### src/rtl/hazard_fwd_unit.sv
// hazard_fwd_unit: pipeline stall/flush and forwarding control; define HAZ_PERF_CNT_EN for per-cause cycle counters
module hazard_fwd_unit #(
  parameter int AW = 5,
  parameter int MDU_LAT = 4,
  parameter int CNT_W = 16
) (
  input  logic          clk,
  input  logic          rst,
  input  logic [AW-1:0] id_rs,
  input  logic [AW-1:0] id_rt,
  input  logic          id_use_rs,
  input  logic          id_use_rt,
  input  logic          id_mdu_start,
  input  logic          id_hilo_use,
  input  logic [AW-1:0] ex_rd,
  input  logic          ex_reg_write,
  input  logic          ex_mem_to_reg,
  input  logic [AW-1:0] mem_rd,
  input  logic          mem_reg_write,
  input  logic          ex_branch_taken,
  input  logic          mem_wait,
  output logic          stall_if,
  output logic          stall_id,
  output logic          flush_ifid,
  output logic          flush_idex,
  output logic [1:0]    fwd_a,
  output logic [1:0]    fwd_b,
  output logic          mdu_busy,
`ifdef HAZ_PERF_CNT_EN
  output logic [CNT_W-1:0] cnt_ld,
  output logic [CNT_W-1:0] cnt_mdu,
  output logic [CNT_W-1:0] cnt_mem,
  output logic [CNT_W-1:0] cnt_flush,
`endif
  output logic [1:0]    haz_state
);
  typedef enum logic [1:0] {RUN, LDSTALL, MDUSTALL, MEMWAIT} haz_t;
  haz_t state_q, state_d;
  logic [3:0] cnt_q, cnt_d;
  logic ld_haz, mdu_haz, w_br, w_mw, w_ld, w_mdu, issue;
  logic [1:0] fa_d, fb_d;
  // Hazard detection, priority resolution and next-state for forward/MDU/state registers
  always_comb begin
    ld_haz = ex_mem_to_reg && ex_reg_write && ex_rd != '0 &&
             ((id_use_rs && id_rs == ex_rd) || (id_use_rt && id_rt == ex_rd));
    mdu_haz = mdu_busy && (id_mdu_start || id_hilo_use);
    w_br = ex_branch_taken;
    w_mw = !w_br && mem_wait;
    w_ld = !w_br && !mem_wait && ld_haz;
    w_mdu = !w_br && !mem_wait && !ld_haz && mdu_haz;
    stall_if = w_mw || w_ld || w_mdu;
    stall_id = stall_if;
    flush_ifid = w_br;
    flush_idex = w_br || w_ld || w_mdu;
    issue = id_mdu_start && !mdu_busy && !stall_if && !flush_idex;
    cnt_d = issue ? 4'(MDU_LAT) : (cnt_q != '0) ? cnt_q - 4'd1 : cnt_q;
    fa_d = flush_idex ? 2'b00 :
           (ex_reg_write && ex_rd != '0 && id_rs == ex_rd && !ex_mem_to_reg) ? 2'b01 :
           (mem_reg_write && mem_rd != '0 && id_rs == mem_rd) ? 2'b10 : 2'b00;
    fb_d = flush_idex ? 2'b00 :
           (ex_reg_write && ex_rd != '0 && id_rt == ex_rd && !ex_mem_to_reg) ? 2'b01 :
           (mem_reg_write && mem_rd != '0 && id_rt == mem_rd) ? 2'b10 : 2'b00;
    state_d = w_mw ? MEMWAIT : w_ld ? LDSTALL : w_mdu ? MDUSTALL : RUN;
  end
  // Forward selects freeze while memory stalls; MDU countdown and cause tracking run every cycle
  always_ff @(posedge clk or posedge rst) begin
    if (rst) begin
      fwd_a <= 2'b00;
      fwd_b <= 2'b00;
      cnt_q <= '0;
      state_q <= RUN;
    end else begin
      if (!mem_wait) begin
        fwd_a <= fa_d;
        fwd_b <= fb_d;
      end
      cnt_q <= cnt_d;
      state_q <= state_d;
    end
  end
  assign mdu_busy = cnt_q != '0;
  assign haz_state = state_q;
`ifdef HAZ_PERF_CNT_EN
  // Saturating count of cycles won by each cause
  always_ff @(posedge clk or posedge rst) begin
    if (rst) begin
      cnt_ld <= '0;
      cnt_mdu <= '0;
      cnt_mem <= '0;
      cnt_flush <= '0;
    end else begin
      if (w_ld && !(&cnt_ld)) cnt_ld <= cnt_ld + 1'b1;
      if (w_mdu && !(&cnt_mdu)) cnt_mdu <= cnt_mdu + 1'b1;
      if (w_mw && !(&cnt_mem)) cnt_mem <= cnt_mem + 1'b1;
      if (w_br && !(&cnt_flush)) cnt_flush <= cnt_flush + 1'b1;
    end
  end
`endif
endmodule

### config.mk
export PLATFORM = sky130hd
export DESIGN_NAME = hazard_fwd_unit
export DESIGN_NICKNAME = d
export VERILOG_FILES = /design/src/rtl/hazard_fwd_unit.sv
export SDC_FILE = /design/constraint.sdc
export NUM_CORES = 1
export LEC_CHECK = 0
export CORE_MARGIN = 1
export CORE_UTILIZATION = 35
export DETAILED_ROUTE_END_ITERATION = 16
export PLACE_DENSITY_LB_ADDON = 0.3
export SLEW_MARGIN = 30
export SYNTH_ARGS = -nofsm -noshare
export SYNTH_HDL_FRONTEND = slang
export SYNTH_SLANG_ARGS = --single-unit
### constraint.sdc
create_clock -name clk -period 1.7 [get_ports clk]
set_input_delay 0.17 -clock clk [delete_from_list [all_inputs] [get_ports clk]]
set_output_delay 0.17 -clock clk [all_outputs]
set_load 0.01 [all_outputs]
## Word level (Yosys, flattened, before mapping)

Index checks and enable logic that the tools add are counted.

- Bits in registers: 10
- Output and inout bits: 11
- Word-level logic and storage cells: 59

- Add/sub/neg operators: 1
- Equal/unequal tests: 4
- Mux-type cells: 11
- Reductions and logical operators: 39

Operators with widths:

| cell | number |
|---|---|
| $logic_and 1x1->1 | 22 |
| $eq 5x5->1 | 4 |
| $mux 2 | 9 |
| $reduce_bool 5->1 | 2 |
| $mux 4 | 2 |
| $logic_not 1->1 | 7 |
| $logic_or 1x1->1 | 6 |
| $reduce_bool 4->1 | 1 |
| $sub 4x1->4 const B | 1 |
| $reduce_bool 2->1 | 1 |

## Logic depth before layout (Yosys ltp)

Gate-level depths: netlist of the first run.

- Depth in word-level cells: 12
- Gate-level depth with buffers: 7
- Depth with buffers taken out: 7

## Least setup slack after synthesis of the first run

OpenSTA, ideal clock, no wires.

- Path kind: register to output
- Start: reg cnt_q[0]
- End: out stall_if
- Arrival time: 1.469 ns
- Setup slack: 0.061 ns
- Stages on the path, launching flop included: 8
- Path buffers: 1
- Cells stage by stage: dfrtp_1 inv_1 ha_1 nor3b_4 nor2_1 nor2_1 a21oi_1 buf_4

- Longest elaborated chain between the ends: 4

RTL lines:

| item | RTL line | RTL |
|---|---|---|
| start, declared | 39 | `logic [3:0] cnt_q, cnt_d;` |
| start signal, assigned | 77 | `cnt_q <= cnt_d;` |
| $reduce_bool 4->1 | 81 | `assign mdu_busy = cnt_q != '0;` |
| $logic_and 1x1->1 | 46 | `mdu_haz = mdu_busy && (id_mdu_start \|\| id_hilo_use);` |
| $logic_and 1x1->1 | 50 | `w_mdu = !w_br && !mem_wait && !ld_haz && mdu_haz;` |
| $logic_or 1x1->1 | 51 | `stall_if = w_mw \|\| w_ld \|\| w_mdu;` |
| end, declared | 22 | `output logic stall_if,` |

No other way between the ends.

## Final worst setup path of the first run

Same ends and word-level chain as after synthesis.

==> summary.txt, run 1 <==
Critical path
  – Crit-path max cell delay: approximately 400 ps
  – CP bufs+invs: 2
  – Type of the worst setup path: reg2out
  – Slowest stage cell, crit path: dfrtp_1
  – RR Startpoint: cnt_q[0]
  – Crit. End Element: output port
  – Crit Path Max Fanout: 3
  – Startpoint types: flip-flop
  – Top Family by Delay on Critical Path: simple AND/OR/NAND/NOR gates
  – CP Cell Sequence: inv_2, ha_4, nor3b_4, nor2_2, nor2_1, a21oi_2, buf_2
  – Critical path arrival: 1530 ps
  – Critical Path Start: cnt_q[0]
  – Worst path required time: 1530 ps

Synth
  – EDFF count, synth: 0
  – Synth unique cells: 30
  – Yosys warns: 0
  – Top_reg_cell synth: dfrtp_1
  – Synth Area in Simple Gates: a little under a quarter
  – Yosys reg bits: 10
  – Complex-gate fraction of the synthesized area: approximately 14%
  – Post-synthesis mux area share: 0%
  – Largest family of logic cells by synthesized area: XOR/XNOR gates
  – Asr flop ratio synth: 100.0%
  – Synth top area cells: dfrtp_1 (30%), xor2_1 (15%), xnor2_1 (8.5%), nor2_1 (4.1%), a21oi_1 (3.6%)
  – Post-Syn Nets: 127
  – Yosys top cell by area: dfrtp_1
  – Sequential area share after synthesis: 30.26%
  – Most numerous cell in the Yosys netlist: xor2_1
  – Mean Syn Cell Area: 8.798 um^2
  – Synth Area in XOR/XNOR: a little under a quarter
  – Synthesized-area fraction occupied by adder cells: under 10%
  – Post-synth top area share: between 30% and 40%
  – Most instantiated cells after synthesis: xor2_1 (14), dfrtp_1 (10), nor2_1 (9), xnor2_1 (8), inv_1 (7)
  – Synthesized area: roughly 830 um^2
  – Cells after Synth: 94

Timing
  – Post-route setup slack: -0.4521 ps
  – Clock skew: between 4 and 5 ps
  – Final Setup Violations: 2
  – Worst slew pin tran: between 300 and 400 ps
  – Worst slew margin: roughly three quarters
  – Fmax achieved: 0.5881 GHz
  – Crit path time final: approximately 1700 ps
  – Unrepaired setup endpoints after global routing: true
  – Hold Worst Slack: ~160 ps
  – Fin. Hold Viols: 0
  – Slew Viols, Final: 0
  – Final critical-path share of the clock period: 100.0%

GRT
  – Initial antenna violation count: 0
  – GRT Overall Usage: between 20% and 30%
  – Overflow after GRT: 0
  – First-pass GRT wire length: 4478 um
  – Pin count of the biggest net entering global routing: 11
  – Vias in the first global route: 1,044

Cells and area
  – Ant. Diodes: 0
  – Total Nets Final: about 210
  – Area Growth Syn to Fin: 96.52%
  – Share of layout cells above drive strength 1: approximately two fifths
  – Area occupied by multi-input gates: a little under 600 um^2
  – Fill cell count: about 170
  – Core Util, Final: between 70% and 80%
  – Final non-filler cell total: ~210
  – FF/Latch Area: 250.2 um^2

Routing
  – Pre-antenna DRT Iters: 4
  – Antenna-violating nets left: 0
  – DR iter-0 viols: 9
  – Detailed-route vias per instance: 4.946
  – Post-Route WL: roughly 2800 um
  – DR WL/cell: between 10 and 15 um
  – DRC: 0
  – Via count: 1,014

Placement
  – Port-buffer cells: slightly above 40
  – Pre-CTS WS: -606.0 ps
  – Post-DP HPWL: around 2100 um
  – Routability cong.: slightly below 0.9
  – DP Cell Count: 190

Power
  – Pwr dens: between 800 and 900 nW/um^2
  – Design Power: ~1.4 mW
  – Leakage: ~0.76 nW
  – Worst vdd ir: slightly above 600 uV

Floorplanning
  – Die area: 2561 um^2
  – Die X: 50.61 um
  – I/O pin cnt: 42
  – Rows: 17
  – Core region area: about 2200 um^2
  – Die H: ~50 um
  – Starting density of the core: 37.39%

Clock network
  – CTS Buffer Depth: 2
  – CTS tree: built
  – CTS clock-pin slew for the worst setup and hold paths: 70 ps
  – H-tree depth: 1
  – Clock Tree Root: clkbuf_4
  – Clk_lat worst skew: roughly 280 ps
  – TritonCTS buffer count: 3
  – CTS Hold Bufs: 0
  – CTS sink count: 10

Outcome
  – Failing checks: setup timing
  – Outcome: finished with violations

Worst hold path
  – Hold WC Path Type: in2async

Job
  – Max Cap Violations: 0
## layout make-up
| cell class | instances | share of cell area (%) |
|---|---|---|
| sequential | 10 | 15.40 |
| clock buffer | 4 | 2.232 |
| inverter | 7 | 1.617 |
| tap | 28 | 2.156 |
| multi-input combinational | 73 | 35.95 |
| timing repair buffer | 83 | 42.65 |
## final timing paths
| kind | end | slack (ps) | cells after the start |
|---|---|---|---|
| hold / removal | fwd_a[1] | 160 | 2 |
| hold reg to reg | fwd_b[0] | 500 | 2 |
| min in group clk | fwd_a[0] | 500 | 5 |
| max in group asynchronous | haz_state[0] | 1260 | 2 |
| setup reg to reg | fwd_a[1] | 140 | 7 |
| setup / recovery | stall_if | -0.5 | 7 |
## where the power goes
part	switching, mW	internal, mW	leakage [nW]
Sequential	0.0493	0.296	0.129
Clock	0.0924	0.131	0.0210
Combinational	0.328	0.468	0.608
## metal layers
metal | wire [um] | vias up | share of wire, % | track usage [%]
li1 | - | 492 | - | -
met1 | 1139 | 485 | 40 | 25.46
met2 | 1546 | 28 | 54 | 43.78
met3 | 94 | 9 | 3.3 | 6.667
met4 | 59 | 0 | 2.1 | 11.11
met5 | 0 | - | 0 | 0
## cell usage in the layout (no fill, tap or decap), types with 2 or more instances in the layout
cell type and count:
clkdlybuf4s50_1 23, nand4_1 2, nor2_2 2, nor3_2 2
a21oi_2 2, a32o_1 2, buf_2 4, xor2_1 14
buf_4 42, clkbuf_4 3, inv_2 2, and4_1 2
xnor2_2 2, a21oi_1 4, clkdlybuf4s15_1 4, a21o_1 2
nor4_2 2, nor2_1 7, dlygate4sd2_1 8, xnor2_1 6
dfrtp_1 10, o21ai_0 2, inv_1 5, nand2_1 4
nor3_1 5
## cells by family after synthesis
logic type      count (synthesis)
simple gates                   32
compound gates                 17
xor+xnor                       22
buf+inv                        11
flops                          10
fa+ha+maj                       2
## per-stage QoR
| step | TNS (ps) | instance area (um^2) |
|---|---|---|
| finish | -0.6848 | 1625 |
| global route | -188.6 | 1625 |
| CTS | 0 | 1588 |
| detailed placement | -3198 | 1475 |
| global placement | -2450 | 1475 |
| floorplan | 0 | 827.0 |
## registers in the layout, indices dropped and copies added, names as in the netlist
register	count
cnt_q	4
fwd_a	2
fwd_b	2
haz_state	2
## timing repair
| action | 4_1_cts | 5_1_grt |
|---|---|---|
| setup endpoints to repair | 4 | 5 |
| setup buffers | 8 | 4 |
| resized for setup | 42 | 9 |
| pin swaps | 6 | 5 |
No activity file was read; power rests on OpenSTA's default activity.
==> inputs of run 2 (changes only) <==
--- a/config.mk
+++ b/config.mk
@@ -8,6 +8,7 @@
 export CORE_MARGIN = 1
 export CORE_UTILIZATION = 35
 export DETAILED_ROUTE_END_ITERATION = 16
+export GPL_ROUTABILITY_DRIVEN = 0
 export PLACE_DENSITY_LB_ADDON = 0.3
 export SLEW_MARGIN = 30
 export SYNTH_ARGS = -nofsm -noshare
==> results of run 2 <==
Final layout, timing and power as in run 1 (identical DEF).
